==> src/rtl/unified_mem_arbiter.sv <==
// rtl/unified_mem_arbiter.sv - IF/MEM arbiter in front of a single-port unified memory
//
// Purpose: arbitrates the fetch stage (if_*) and the memory stage (dm_*) onto one
// backing memory port (mem_*) using a req/gnt/rvalid handshake. One transaction is
// in flight at a time; completion is reported as a one-cycle ready pulse to the
// owner, with combinational stall outputs for the hazard unit. A response watchdog
// aborts transactions that spend TIMEOUT_CYCLES in ISSUE+WAIT (0 disables it).
//
// Optional build macro: MEM_ARB_RR_EN
//   defined   - round-robin between IF and MEM when both request together
//   undefined - MEM always wins over IF
//
// Ports:
//   clk, reset                       clock, synchronous active-high reset
//   if_req/if_addr                   fetch request and address (held until if_ready)
//   if_rdata/if_ready/if_stall       fetched word, completion pulse, stall
//   dm_req/dm_we/dm_addr/dm_wdata    data request (held until dm_ready)
//   dm_rdata/dm_ready/dm_stall       load data, completion pulse, stall
//   mem_req/mem_we/mem_addr/mem_wdata  request to backing memory
//   mem_gnt/mem_rvalid/mem_rdata     accept, response/ack, read data
//   err                              watchdog abort flag, valid with ready
module unified_mem_arbiter #(
    parameter int ADDR_W         = 32,
    parameter int DATA_W         = 32,
    parameter int TIMEOUT_CYCLES = 255
) (
    input  logic              clk,
    input  logic              reset,
    input  logic              if_req,
    input  logic [ADDR_W-1:0] if_addr,
    output logic [DATA_W-1:0] if_rdata,
    output logic              if_ready,
    output logic              if_stall,
    input  logic              dm_req,
    input  logic              dm_we,
    input  logic [ADDR_W-1:0] dm_addr,
    input  logic [DATA_W-1:0] dm_wdata,
    output logic [DATA_W-1:0] dm_rdata,
    output logic              dm_ready,
    output logic              dm_stall,
    output logic              mem_req,
    output logic              mem_we,
    output logic [ADDR_W-1:0] mem_addr,
    output logic [DATA_W-1:0] mem_wdata,
    input  logic              mem_gnt,
    input  logic              mem_rvalid,
    input  logic [DATA_W-1:0] mem_rdata,
    output logic              err
);

    // Counter holds 0..TIMEOUT_CYCLES-1; the abort fires on the last of those cycles.
    localparam int CNT_W = (TIMEOUT_CYCLES > 1) ? $clog2(TIMEOUT_CYCLES) : 1;
    localparam logic [CNT_W-1:0] CNT_LAST =
        CNT_W'((TIMEOUT_CYCLES > 0) ? TIMEOUT_CYCLES - 1 : 0);

    typedef enum logic [1:0] {
        IDLE  = 2'd0,
        ISSUE = 2'd1,
        WAIT  = 2'd2,
        DONE  = 2'd3
    } arbState_e;

    arbState_e         state;
    arbState_e         nextState;
    logic              ownerDm;
    logic [ADDR_W-1:0] addrQ;
    logic              weQ;
    logic [DATA_W-1:0] wdataQ;
    logic [CNT_W-1:0]  waitCnt;
    logic              abortQ;
    logic [DATA_W-1:0] ifRdataQ;
    logic [DATA_W-1:0] dmRdataQ;

    logic takeDm;
    logic timeoutHit;
    logic respNow;
    logic abortNow;

`ifdef MEM_ARB_RR_EN
    logic lastOwnerDm;

    // With both pending, hand the grant to whichever port did not win last time.
    assign takeDm = dm_req & (~if_req | ~lastOwnerDm);
`else
    assign takeDm = dm_req;
`endif

    assign timeoutHit = (TIMEOUT_CYCLES != 0) && (waitCnt == CNT_LAST);
    assign respNow    = (state == WAIT) && mem_rvalid;
    // A response in the final WAIT cycle still counts as on time; a grant
    // arriving in the final ISSUE cycle does not save the transaction.
    assign abortNow   = timeoutHit && ((state == ISSUE) || ((state == WAIT) && !mem_rvalid));

    always_comb begin
        nextState = state;
        mem_req   = 1'b0;
        mem_we    = 1'b0;
        mem_addr  = '0;
        mem_wdata = '0;
        if_ready  = 1'b0;
        dm_ready  = 1'b0;
        err       = 1'b0;
        case (state)
            IDLE: begin
                if (dm_req || if_req) begin
                    nextState = ISSUE;
                end
            end
            ISSUE: begin
                mem_req   = 1'b1;
                mem_we    = weQ;
                mem_addr  = addrQ;
                mem_wdata = wdataQ;
                if (abortNow) begin
                    nextState = DONE;
                end else if (mem_gnt) begin
                    nextState = WAIT;
                end
            end
            WAIT: begin
                if (respNow || abortNow) begin
                    nextState = DONE;
                end
            end
            DONE: begin
                if_ready  = ~ownerDm;
                dm_ready  = ownerDm;
                err       = abortQ;
                nextState = IDLE;
            end
            default: nextState = IDLE;
        endcase
    end

    always_ff @(posedge clk) begin
        if (reset) begin
            state    <= IDLE;
            ownerDm  <= 1'b0;
            addrQ    <= '0;
            weQ      <= 1'b0;
            wdataQ   <= '0;
            waitCnt  <= '0;
            abortQ   <= 1'b0;
            ifRdataQ <= '0;
            dmRdataQ <= '0;
`ifdef MEM_ARB_RR_EN
            lastOwnerDm <= 1'b0;
`endif
        end else begin
            state <= nextState;
            if ((state == IDLE) && (dm_req || if_req)) begin
                ownerDm <= takeDm;
                addrQ   <= takeDm ? dm_addr : if_addr;
                weQ     <= takeDm & dm_we;
                wdataQ  <= takeDm ? dm_wdata : '0;
                waitCnt <= '0;
                abortQ  <= 1'b0;
`ifdef MEM_ARB_RR_EN
                lastOwnerDm <= takeDm;
`endif
            end
            if ((state == ISSUE) || (state == WAIT)) begin
                waitCnt <= waitCnt + CNT_W'(1);
            end
            if (respNow) begin
                if (ownerDm) begin
                    dmRdataQ <= weQ ? '0 : mem_rdata;
                end else begin
                    ifRdataQ <= mem_rdata;
                end
            end
            if (abortNow) begin
                abortQ <= 1'b1;
                if (ownerDm) begin
                    dmRdataQ <= '0;
                end else begin
                    ifRdataQ <= '0;
                end
            end
        end
    end

    assign if_rdata = ifRdataQ;
    assign dm_rdata = dmRdataQ;
    assign if_stall = if_req & ~if_ready;
    assign dm_stall = dm_req & ~dm_ready;

endmodule

==> config.mk <==
export PLATFORM = sky130hd
export DESIGN_NAME = unified_mem_arbiter
export DESIGN_NICKNAME = d
export VERILOG_FILES = /design/src/rtl/unified_mem_arbiter.sv
export SDC_FILE = /design/constraint.sdc
export NUM_CORES = 1
export LEC_CHECK = 0
export CAP_MARGIN = 15
export CORE_MARGIN = 10
export CORE_UTILIZATION = 35
export CTS_CLUSTER_DIAMETER = 40
export CTS_CLUSTER_SIZE = 30
export DETAILED_ROUTE_END_ITERATION = 8
export HOLD_SLACK_MARGIN = 0.02
export PLACE_DENSITY = 0.7
export SETUP_SLACK_MARGIN = 0.2
export SLEW_MARGIN = 20
export SYNTH_ARGS = -nofsm -noshare
export SYNTH_HDL_FRONTEND = slang
export SYNTH_SLANG_ARGS = --single-unit
==> constraint.sdc <==
create_clock -name clk -period 2.3 [get_ports clk]
set_input_delay 0.345 -clock clk [delete_from_list [all_inputs] [get_ports clk]]
set_output_delay 0.345 -clock clk [all_outputs]
set_load 0.1 [all_outputs]
Word-level counts from Yosys, hierarchy flattened:

Cells that the tools add are included.
W data, S select, Z words.

* register bits: 141
* bits in latches: 0
* RAM bits: 0
* bits in read-only memories: 0
* input bits: 135
* output and inout port bits: 135
* word-level logic and storage cells: 63
* memories kept: 0

* $add $sub $neg: 1
* $mul: 0
* divide/modulo/power cells: 0
* order comparisons: 0
* equality and inequality tests: 7
* shift-type cells: 0
* multiplexer cells: 27
* bitwise logic cells: 6
* reductions and logical operators: 13

Operator list (number)
* $mux W32: 13
* $mux W8: 2
* $add A8 B1 Y8 const B: 1
* $eq A8 B8 Y1 const B: 1
* $mux W2: 4
* $pmux W2 S4: 1
* $mux W1: 7
* $eq A2 B2 Y1 const B: 2
* $logic_and A1 B1 Y1: 4
* $logic_or A1 B1 Y1: 4
* $reduce_bool A2 Y1: 2
* $and A1 B1 Y1: 3
* $ne A3 B3 Y1 const B: 1
* $not A1 Y1: 3
* $reduce_and A3 Y1: 1
* $eq A2 B1 Y1 const B: 1
* $logic_not A2 Y1: 1
* $ne A2 B1 Y1 const B: 1
* $ne A2 B2 Y1 const B: 1
* $logic_not A1 Y1: 1

Depth between registers and ports, before layout:

Gate-level depths: netlist (run 1).

* depth in word-level cells: 7
* depth in mapped cells: 8

Worst setup path before layout (run 1):

No wires, ideal clock.

* path type: reg2out
* start point: register state[1]
* end point: output mem_addr[0]
* data arrival time: 2630 ps
* slack: -675 ps
* stages on the path, launching flop included: 6
* path buffers: 2
* cell sequence: dfxtp_1 inv_1 ha_1 clkbuf_1 clkbuf_1 and2_1

* cells in the longest elaborated chain, start to end: 2

RTL lines
* start, declared: line 63 `arbState_e state;`
* start signal, assigned: line 150 `state <= nextState;`
* $eq A2 B1 Y1: line 103 `case (state)`
* $mux W32: line 103
* end, declared: line 43 `output logic [ADDR_W-1:0] mem_addr,`

No other way between the ends.

Worst setup path in the final report (run 1):

* start point: register state[1]
* end point: output mem_addr[29]

Same word-level chain as after synthesis.

==> results of run 1 <==
[layout by cell type (no fill, tap or decap), types with 2 or more instances in the layout]
cell type        Yosys  routed
buf_2               13       2
nand3b_1             3       3
nor2_1              37      36
nand2b_1             2       2
nand3_1             36      36
clkdlybuf4s50_1      0     132
inv_6                0       6
and2_2               2      57
nor3_1               2       2
buf_12               0      79
buf_4                3      72
xnor2_1              2       2
a211oi_1            32      32
clkinvlp_4           0       4
xor2_1               2       2
inv_1                4       4
nand2_1            110     110
clkbuf_16            0      17
ha_1                 7       5
nor2b_4              0       3
o21ai_1              3       2
a22o_1              31      31
mux2_2               3       3
inv_8                0       2
mux2i_1             33      33
a21oi_1             73      73
dfxtp_1            141     140
and2_4               0      10
clkinv_4             0       2
[power breakdown]
part	internal (mW)	switching, mW
logic	1.85	3.44
registers	2.86	0.213
clock network	1.52	1.17
[area by class of cell]
cell class              count  area [um^2]
clock inverters            15          153
well taps                 220          275
fillers                  1415         6460
multi-input cells         465         2910
repair buffers            285         3450
diodes                      1         2.50
inverters                   5         18.8
flip-flops and latches    141         2820
clock buffers              17          425
[layer usage]
metal / GRT usage / vias to the layer above / share of wire / routed length [um]
li1: - / 2782 / - / -
met1: 0.202 / 2571 / 0.40 / 7910
met2: 0.273 / 209 / 0.48 / 9450
met3: 0.0700 / 12 / 0.11 / 2100
met4: 0.0530 / 0 / 0.0087 / 171
met5: 0 / - / 0 / 0
[worst max path at each step]
stage,slack [ps],startpoint,to
floorplan,130,state[1],mem_addr[0]
global placement,290,if_req,waitCnt[7]
detailed placement,260,if_req,waitCnt[7]
CTS,200,state[1],mem_wdata[19]
global route,210,state[1],mem_addr[29]
finish,290,state[1],mem_addr[29]
[cell families (layout without fill, tap and decap cells)]
logic type      count (synthesis)  after routing  share of synthesized area
compound gates                149            149                      0.168
fa+ha+maj                       7              7                     0.0149
mux                            36             36                     0.0620
xor+xnor                        4              4                    0.00597
flops                         141            141                      0.481
buf+inv                        60            322                     0.0486
simple gates                  269            269                      0.220
other cells                     0              1                          0
[worst max-delay path, cell delays in order, from the launching register on]
cell and delay [ps]:
dfxtp_2 340, inv_1 130, ha_4 210, buf_12 180
and2_2 190, buf_12 170
[timing repair]
item,CTS,global route
setup buffers,2,0
setup endpoints to repair,61,64
gates resized for setup,4,4
gates cloned,0,0
==> metrics.md, run 1 <==
| Metric | Value |
|---|---|
| Port buffer count | `269` |
| Cells after DPL | `1114` |
| H-Tree Depth | `4` |
| # DRC | `0` |
| Max FO, Critical Path | `32` |
| Sequential element share of the synthesized area | `0.481` |
| Sum Neg Setup Slack | `0 ps` |
| Ys flop type | `dfxtp_1` |
| Maximum VDD drop | `677 uV` |
| Final wirelength | `19.6 mm` |
| CTS buffer count | `17` |
| Min-Delay Path Depth | `3` |
| Clk slew on worst S/H paths | `60 ps` |
| # clock sinks | `141` |
| Die Wd | `150 um` |
| Worst Max-Slew Pin Slew | `744 ps` |
| Crit start category | `register` |
| First-pass GRT wire length | `30.1 mm` |
| Synthesized area per cell | `8.81 um^2` |
| Final Power | `11.1 mW` |
| F_max | `498 MHz` |
| CTS tree | `done` |
| Gate Count Post-Synth | `666` |
| Root Driver | `clkbuf_16` |
| Top-count cell post-synth | `dfxtp_1` |
| Setup crit end kind | `output pin` |
| Status | `complete, no violations` |
| Yosys cell types | `44` |
| Clk buf depth | `2` |
| Ys Warns | `0` |
| Hpwl dp | `14.5 mm` |
| FF-to-FF Start | `state[0]` |
| Number of synthesized flops with an enable pin | `0` |
| Max cap viols | `0` |
| Hold_buf cts | `0` |
| Worst Slack Setup Final | `293 ps` |
| Leak | `4.04 nW` |
| WHS | `266 ps` |
| Place WS | `265 ps` |
| Iter 0 DRT Violations | `252` |
| Final core utilization | `0.609` |
| GP Congestion | `0.778` |
| Syn Std Cell Area | `0.00587 mm^2` |
| Global route overflow | `0` |
| Die area | `0.0224 mm^2` |
| Row Count | `47` |
| Antenna Nets Post-Route | `0` |
| P per Cell Area | `1100 mW/mm^2` |
| R2R setup slack | `350 ps` |
| Top post-synthesis cells by count | `dfxtp_1, nand2_1, a21oi_1` |
| Fin area | `0.0101 mm^2` |
| Logic depth of the worst register-to-register path | `7` |
| Core Area | `0.0165 mm^2` |
| Top cell type's share of synthesized area | `0.481` |
| Min-delay src | `dm_req` |
| Worst Hold End | `wdataQ[12]` |
| Cell area after placement | `0.00944 mm^2` |
| RSZ-0062 raised after global routing | `no` |
| CP arrival | `1660 ps` |
| Initial core utilization | `0.355` |
| Final Skew | `21.6 ps` |
| Synth area leader | `dfxtp_1` |
| Via-per-instance ratio | `4.85` |
| Ys async rst share | `0` |
| Via Count | `5574` |
| Minimum clock period | `2010 ps` |
| Top cells by area, synth | `dfxtp_1, and2_1, nand2_1` |
| Final Hold Viols | `0` |
| Worst hold path class | `in2reg` |
| Final setup fails | `0` |
| FF+latch count, synth | `141` |
| Post-Syn Nets | `808` |
| Worst-Skew Late Latency | `430 ps` |
| Fin crit share | `0.873` |
| I/O pins | `270` |
| Antenna violations before repair | `0` |
| Wirelength per Cell | `17.1 um` |
| Largest net degree at the start of global routing | `67` |
| Synth-to-Final Area Change | `71.4%` |
| Finished Layout Cells | `1149` |
| DIE HEIGHT | `150 um` |
| Global Route Usage Sum | `0.170` |
| WP data required | `1960 ps` |
| Vias in the first global route | `5495` |
| Relative slew margins | `0.504` |
| WS Path Type | `reg2out` |
| Share of cells above drive strength 1 | `0.294` |
| Final #Nets | `1057` |
| Final Max Tran Viols | `0` |
| Total iterations of the first detailed-routing run | `4` |
Note: power is estimated with default switching activity, not from simulation.
==> run 2, diff against run 1 <==
--- a/config.mk
+++ b/config.mk
@@ -8,10 +8,8 @@
 export CAP_MARGIN = 15
 export CORE_MARGIN = 10
 export CORE_UTILIZATION = 35
-export CTS_CLUSTER_DIAMETER = 40
 export CTS_CLUSTER_SIZE = 30
 export DETAILED_ROUTE_END_ITERATION = 8
-export HOLD_SLACK_MARGIN = 0.02
 export PLACE_DENSITY = 0.7
 export SETUP_SLACK_MARGIN = 0.2
 export SLEW_MARGIN = 20
==> results of run 2 <==
Final layout, timing and power as in run 1 (identical DEF).
